$ cat src/rtl/hour_counter.sv
// Hour-of-day counter. It synchronises the minute counter's hour_tick level
// and edge-detects it, then keeps a 0-23 count with 12/24-hour display
// conversion, a day-wrap pulse and a valid/ready hour-set port.
module hour_counter #(
  parameter int unsigned SYNC_STAGES = 2
) (
  input  logic       clk,
  input  logic       reset,
  input  logic       hour_tick,
  input  logic       mode_12h,
  input  logic       set_valid,
  input  logic [4:0] set_hour,
  output logic       set_ready,
  output logic       set_err,
  output logic [4:0] hour24,
  output logic [4:0] hour_disp,
  output logic       pm,
  output logic       hour_strobe,
  output logic       day_tick
);

  typedef enum logic [1:0] {
    S_RUN,
    S_LOAD,
    S_WAIT
  } state_t;

  state_t                 state;
  logic [SYNC_STAGES-1:0] sync_q;
  logic                   prev_q;
  logic                   rise;
  logic [4:0]             set_cap;
  logic [4:0]             hour_next;
  logic                   wrap;
  logic                   accept;

  // Synchroniser and edge flop reset high, so a tick held across reset
  // release is not counted.
  always_ff @(posedge clk or posedge reset) begin
    if (reset) begin
      sync_q <= '1;
      prev_q <= 1'b1;
    end else begin
      sync_q <= {sync_q[SYNC_STAGES-2:0], hour_tick};
      prev_q <= sync_q[SYNC_STAGES-1];
    end
  end

  // Rising edge of the synchronised tick, the next hour value and the
  // set handshake.
  always_comb begin
    rise      = sync_q[SYNC_STAGES-1] & ~prev_q;
    wrap      = (hour24 == 5'd23);
    hour_next = wrap ? '0 : hour24 + 5'd1;
    accept    = (state == S_RUN) & set_valid & set_ready;
  end

  // Control FSM; the set path has priority over a tick in the accept and
  // LOAD cycles.
  always_ff @(posedge clk or posedge reset) begin
    if (reset) begin
      state       <= S_RUN;
      set_ready   <= 1'b0;
      set_err     <= 1'b0;
      hour_strobe <= 1'b0;
      day_tick    <= 1'b0;
      hour24      <= '0;
      set_cap     <= '0;
    end else begin
      set_err     <= 1'b0;
      hour_strobe <= 1'b0;
      day_tick    <= 1'b0;
      case (state)
        S_RUN: begin
          if (accept) begin
            set_cap   <= set_hour;
            state     <= S_LOAD;
            set_ready <= 1'b0;
          end else begin
            set_ready <= 1'b1;
            if (rise) begin
              hour24      <= hour_next;
              hour_strobe <= 1'b1;
              day_tick    <= wrap;
            end
          end
        end
        S_LOAD: begin
          if (set_cap <= 5'd23) begin
            hour24 <= set_cap;
          end else begin
            set_err <= 1'b1;
          end
          state     <= S_WAIT;
          set_ready <= 1'b0;
        end
        S_WAIT: begin
          if (rise) begin
            hour24      <= hour_next;
            hour_strobe <= 1'b1;
            day_tick    <= wrap;
          end
          if (!set_valid) begin
            state     <= S_RUN;
            set_ready <= 1'b1;
          end else begin
            set_ready <= 1'b0;
          end
        end
        default: begin
          state     <= S_RUN;
          set_ready <= 1'b0;
        end
      endcase
    end
  end

  // Display conversion: 0 shows as 12, 13-23 fold down by 12 in 12h mode.
  always_comb begin
    hour_disp = hour24;
    pm        = (hour24 >= 5'd12);
    if (mode_12h) begin
      if (hour24 == 5'd0) begin
        hour_disp = 5'd12;
      end else if (hour24 > 5'd12) begin
        hour_disp = hour24 - 5'd12;
      end
    end
  end

endmodule

$ cat config.mk
export PLATFORM = sky130hd
export DESIGN_NAME = hour_counter
export DESIGN_NICKNAME = d
export VERILOG_FILES = /design/src/rtl/hour_counter.sv
export SDC_FILE = /design/constraint.sdc
export NUM_CORES = 1
export LEC_CHECK = 0
export ABC_AREA = 1
export CORE_ASPECT_RATIO = 1.25
export CORE_MARGIN = 1.5
export CORE_UTILIZATION = 45
export DETAILED_ROUTE_END_ITERATION = 10
export PLACE_DENSITY = 0.85
export SLEW_MARGIN = 0
export SYNTH_ARGS = -nofsm -noshare
export SYNTH_HDL_FRONTEND = slang
export SYNTH_SLANG_ARGS = --single-unit
$ cat constraint.sdc
create_clock -name clk -period 2.3 [get_ports clk]
set_input_delay 0.575 -clock clk [delete_from_list [all_inputs] [get_ports clk]]
set_output_delay 0.575 -clock clk [all_outputs]
set_load 0.005 [all_outputs]
* Word-level counts from Yosys, hierarchy flattened
Index checks and enable logic that the tools add are counted.
Storage, ports and cells: RAM bits 0, memories kept 0, input port bits 10, bits in read-only memories 0, bits in latches 0, flip-flop bits (word level) 19, output and inout bits 15, word-level logic and storage cells 53
Cells by class: divide/modulo/power cells 0, $lt $le $gt $ge 3, equality and inequality tests 7, reduce and logical (&&, ||, !) cells 6, shift-type cells 0, bitwise logic cells 4, multiplexer cells 22, multipliers 0, $add $sub $neg 2
Operators with widths (number):
- two-way mux 5 bit | 7
- case mux 5 bit (3 select lines) | 1
- two-way mux 1 bit | 8
- != test 2 bit (second input constant) | 4
- case mux 1 bit (2 select lines) | 3
- case mux 2 bit (3 select lines) | 1
- adder 5 x 1 -> 5 bit (second input constant) | 1
- equality test 5 bit (second input constant) | 1
- greater-or-equal comparator 5 x 4 -> 1 bit (second input constant) | 1
- greater-than comparator 5 x 4 -> 1 bit (second input constant) | 1
- less-or-equal comparator 5 bit (second input constant) | 1
- zero test 5 bit | 1
- subtractor 5 x 4 -> 5 bit (second input constant) | 1
- two-way mux 2 bit | 2
- AND reduction 2 bit | 2
- AND 1 bit | 3
- AND reduction 3 bit | 1
- nonzero test 3 bit | 1
- equality test 2 x 1 -> 1 bit (second input constant) | 1
- equality test 2 bit (second input constant) | 1
- zero test 2 bit | 1
- inverter 1 bit | 1

* Depth between registers and ports, before layout
depth after elaboration 5, gate-level depth with buffers 9, depth with buffers taken out 9

* Worst setup path before layout
OpenSTA, ideal clock, no wires.
kind register to output, start register hour24[0], end output hour_disp[2], path slack 0.676 ns, data required time 1.725 ns, path buffers 0, cell stages (with the launch flop) 8, arrival time 1.049 ns, cell sequence dfrtp_1 -> inv_1 -> ha_1 -> nand3_1 -> nand2_1 -> inv_1 -> nand2_1 -> nand3_1
On the way: word-level cells in the longest chain between the ends 4, elaborated cells between the ends (all ways) 6, those cells by class add/sub (1); order compare (1); mux (3); reduce/logical (1)
RTL lines:
- start: declaration | line 15 | output logic [4:0] hour24,
- start signal: assignment | line 82 | hour24 <= hour_next;
- start signal: assignment | line 90 | hour24 <= set_cap;
- start signal: assignment | line 99 | hour24 <= hour_next;
- subtractor 5 x 4 -> 5 bit or greater-than comparator 5 x 4 -> 1 bit (tied branches) | line 126, 125
- two-way mux 5 bit | line 125 | end else if (hour24 > 5'd12) begin
- two-way mux 5 bit (*) | line 123 | if (hour24 == 5'd0) begin
- two-way mux 5 bit (*) | line 122 | if (mode_12h) begin
- end: declaration | line 16 | output logic [4:0] hour_disp,
Every way passes the cells marked *; elsewhere a longest branch is shown, timed or not.

* Worst setup path after layout
start register hour24[2], end output hour_disp[4]
Same word-level chain as after synthesis.

==> flow_summary_export.csv <==
group,metric,value,unit
timing,slew_viol_final,0,
synth,syn_area,1022,sq um
synth,yosys.area.top_type,"dfrtp_1",
clocking,clk_pin_slew_worst_paths,120,ps
synth,avgSynthCellArea,7.629,sq um
hold_path,whs_path_depth,0,
clocking,cts_buffer_depth,2,
worst_setup_path,r2r_slack,680,ps
hold_path,worstHoldPathType,"flop to flop",
clocking,cts_tree,"yes",
timing,timing.slew.headroom,54.10,%
detailed_routing,first_pass_iters,4,
run,cap_violations,0,
worst_setup_path,worst-path-buf-inv,2,
timing,fin_crit,2249,ps
worst_setup_path,crit_slowest_cell,"dfrtp_1",
clocking,clockRootBuffer,"clkbuf_4",
global_routing,track_usage,18.38,%
detailed_routing,wl_per_cell,10.51,um
synth,synth_top_area_share,39.17,%
finish,drive_above_1_share,22.35,%
synth,synth_flop_cell,"dfrtp_1",
finish,final_cell_area,1433,sq um
floorplanning,core_region_area,2163,sq um
run_status,outcome,"finished, final reports clean",
detailed_routing,vias_per_cell,4.687,
global_routing,met3_usage,1.929,%
detailed_routing,ant_nets,0,
timing,timing_hold_violations_final,0,
synth,ys_ff_latch,19,
synth,synth_commonest_cells,"nand2_1, dfrtp_1, inv_1",
worst_setup_path,end_kind,"output pin",
floorplanning,ios,25,
floorplanning,fp.dieH,56.29,um
global_routing,grt_max_degree,20,
timing,fmax,0.4447,GHz
timing,rsz0062_at_grt,"false",
timing,setup_viol,0,
global_routing,grt_overflow,0,
synth,syn_inst,134,
worst_setup_path,start_kind,"flop",
finish,antenna_cells,0,
finish,nets,186,
timing,tightest_slew,687.8,ps
global_routing,busiest_layer,"met2",
synth,synth_area_leaders,"dfrtp_1, nand2_1, dfstp_2, ha_1, nand3_1",
worst_setup_path,worstPathArrival,1670,ps
clocking,numCtsBuffers,3,
detailed_routing,dr.first_iter.drc_count,11,
global_routing,grt_pass1_wl,3456,um
synth,synth_edf_count,0,
floorplanning,start_util,47.25,%
global_routing,first_global_vias,885,
clocking,cts_sinks,19,
power_and_ir_drop,p_per_area,1196,nW/um^2
placement,post-place-ws,-265.5,ps
worst_setup_path,critical-path-top-delay-family,"flip-flops",
synth,synth_cell_types,19,
placement,port_buffers,24,
timing,fin_ws,51.08,ps
synth,synth_fp_nets,149,
finish,area_delta_synth_final,40.15,%
global_routing,grt_antenna_before_repair,0,
global_routing,met2_usage,33.00,%
worst_setup_path,cp_slowest_stage_delay,420,ps
clocking,h-tree-depth,1,
placement,dp_hpwl,1573,um
detailed_routing,wl,2113,um
floorplanning,die_area,2568,sq um
power_and_ir_drop,p_leak,0.7736,nW
floorplanning,dieWidth,45.63,um
timing,clock_skew,15.13,ps
floorplanning,rows,19,
hold_path,min_from,"sync_q[0]",
synth,seq_area_frac_synth,46.88,%
worst_setup_path,cp_max_fo,4,
global_routing,grt.met1_usage,20.21,%
worst_setup_path,worstSetupPathType,"flop to output pin",
detailed_routing,drc,0,
synth,yosys.cell_count.top_type,"nand2_1",
worst_setup_path,cp.required,1730,ps
worst_setup_path,r2r-start,"hour24[2]",
synth,synthArstFlopShare,100.0,%
finish,final_util,66.22,%
detailed_routing,via_count,942,
worst_setup_path,r2r-end,"hour24[3]",
worst_setup_path,path_cells,"buf_4, ha_4, xnor2_2, nand3_1, o21ai_0, dlygate4sd2_1",
finish,fillers,174,
synth,yosys_warnings,0,
hold_path,whs_endpoint,"sync_q[1]",
clocking,insertion_delay,320,ps
placement,place_area,1324,sq um
placement,gp_congestion,0.7309,
power_and_ir_drop,peakVddDrop,688.5,uV
timing,post-route-period-util,97.78,%
worst_setup_path,reg2regPathDepth,11,
==> how the worst max path moves through the flow <==
stage	end	from	slack [ps]	cells past startpoint
after global placement	hour_disp[3]	mode_12h	-190	8
after CTS	hour_disp[1]	hour24[2]	10	6
after global routing	hour_disp[2]	hour24[2]	4	10
final	hour_disp[4]	hour24[2]	50	6
after floorplan	hour_disp[2]	hour24[0]	680	7
after detailed placement	hour_disp[2]	mode_12h	-270	8
==> worst register-to-register path: stages, from the launching register on <==
cell and delay, ps:
dfrtp_1 420, buf_4 170, buf_4 130, buf_4 150, ha_1 190, nand3_1 120
nand2_1 90, inv_1 80, nand2_1 60, nand2_1 50, nand2_1 40, nand2_1 50
==> power by group <==
group          total [mW]  switching (mW)  leakage (nW)  internal [mW]
registers           0.545          0.0920         0.233          0.453
logic               0.987           0.505         0.526          0.482
clock network       0.182           0.115        0.0139         0.0666
==> sequential cells by signal (all words and copies together), names as in the netlist, 2 cells and up <==
signal   cells
hour24       5
set_cap      5
state        2
sync_q       2
==> kinds of logic (layout without fill, tap and decap cells) <==
kind of cell,Yosys count,count (layout),synth area share (%)
buffers and inverters,19,55,7.834
AOI/OAI and AO/OA,5,5,2.693
adders and majority gates,5,5,6.120
xor gates and xnor gates,1,1,0.8569
DFF,19,19,46.88
and+or+nand+nor,85,85,35.62
==> cells in the final DEF (no fill, tap or decap), types with 2 or more instances in the layout <==
master	instances
o21ai_0	4
dlygate4sd2_1	3
clkdlybuf4s50_1	17
dfrtp_2	2
dlymetal6s2s_1	3
nor2_1	5
dfrtp_1	14
nand4_1	2
buf_4	9
nand2_2	5
nand3_1	10
nand2_1	58
ha_1	2
ha_2	2
dfstp_2	3
inv_1	11
inv_2	6
clkbuf_4	3
==> metrics by stage <==
step / power [mW] / instances / TNS [ps] / hold WS (ps)
finish: 1.713 / 201 / 0 / 370.2
global route: 1.867 / 201 / 0 / 373.4
CTS: 1.689 / 200 / 0 / 371.8
detailed placement: 1.460 / 192 / -918.9 / 348.5
global placement: 1.416 / 192 / -623.7 / 347.1
floorplan: 1.057 / 134 / 0 / 345.2
==> final cells by class <==
cell class	count	area [sq um]	share of cell area [%]
repair buffers	33	311.5	21.75
inverters	18	72.57	5.066
clock inverters	1	7.507	0.5240
well taps	31	38.79	2.707
multi-input cells	96	498.0	34.76
clock buffers	3	22.52	1.572
flip-flops and latches	19	481.7	33.62
==> what timing repair did <==
action | CTS | global route
setup endpoints to repair | 6 | 5
gates cloned | 0 | 0
endpoints found under the hold margin | 0 | 0
pin swaps | 3 | 3
gates resized for setup | 10 | 11
setup buffers | 4 | 1
hold buffers | 0 | 0
==> per-layer routing <==
metal | up-vias | part of all wire (%)
met5 | - | 0
met4 | 0 | 2.0
met3 | 5 | 3.0
met2 | 24 | 55
met1 | 427 | 40
li1 | 486 | -
Note: power is estimated with default switching activity, not from simulation.
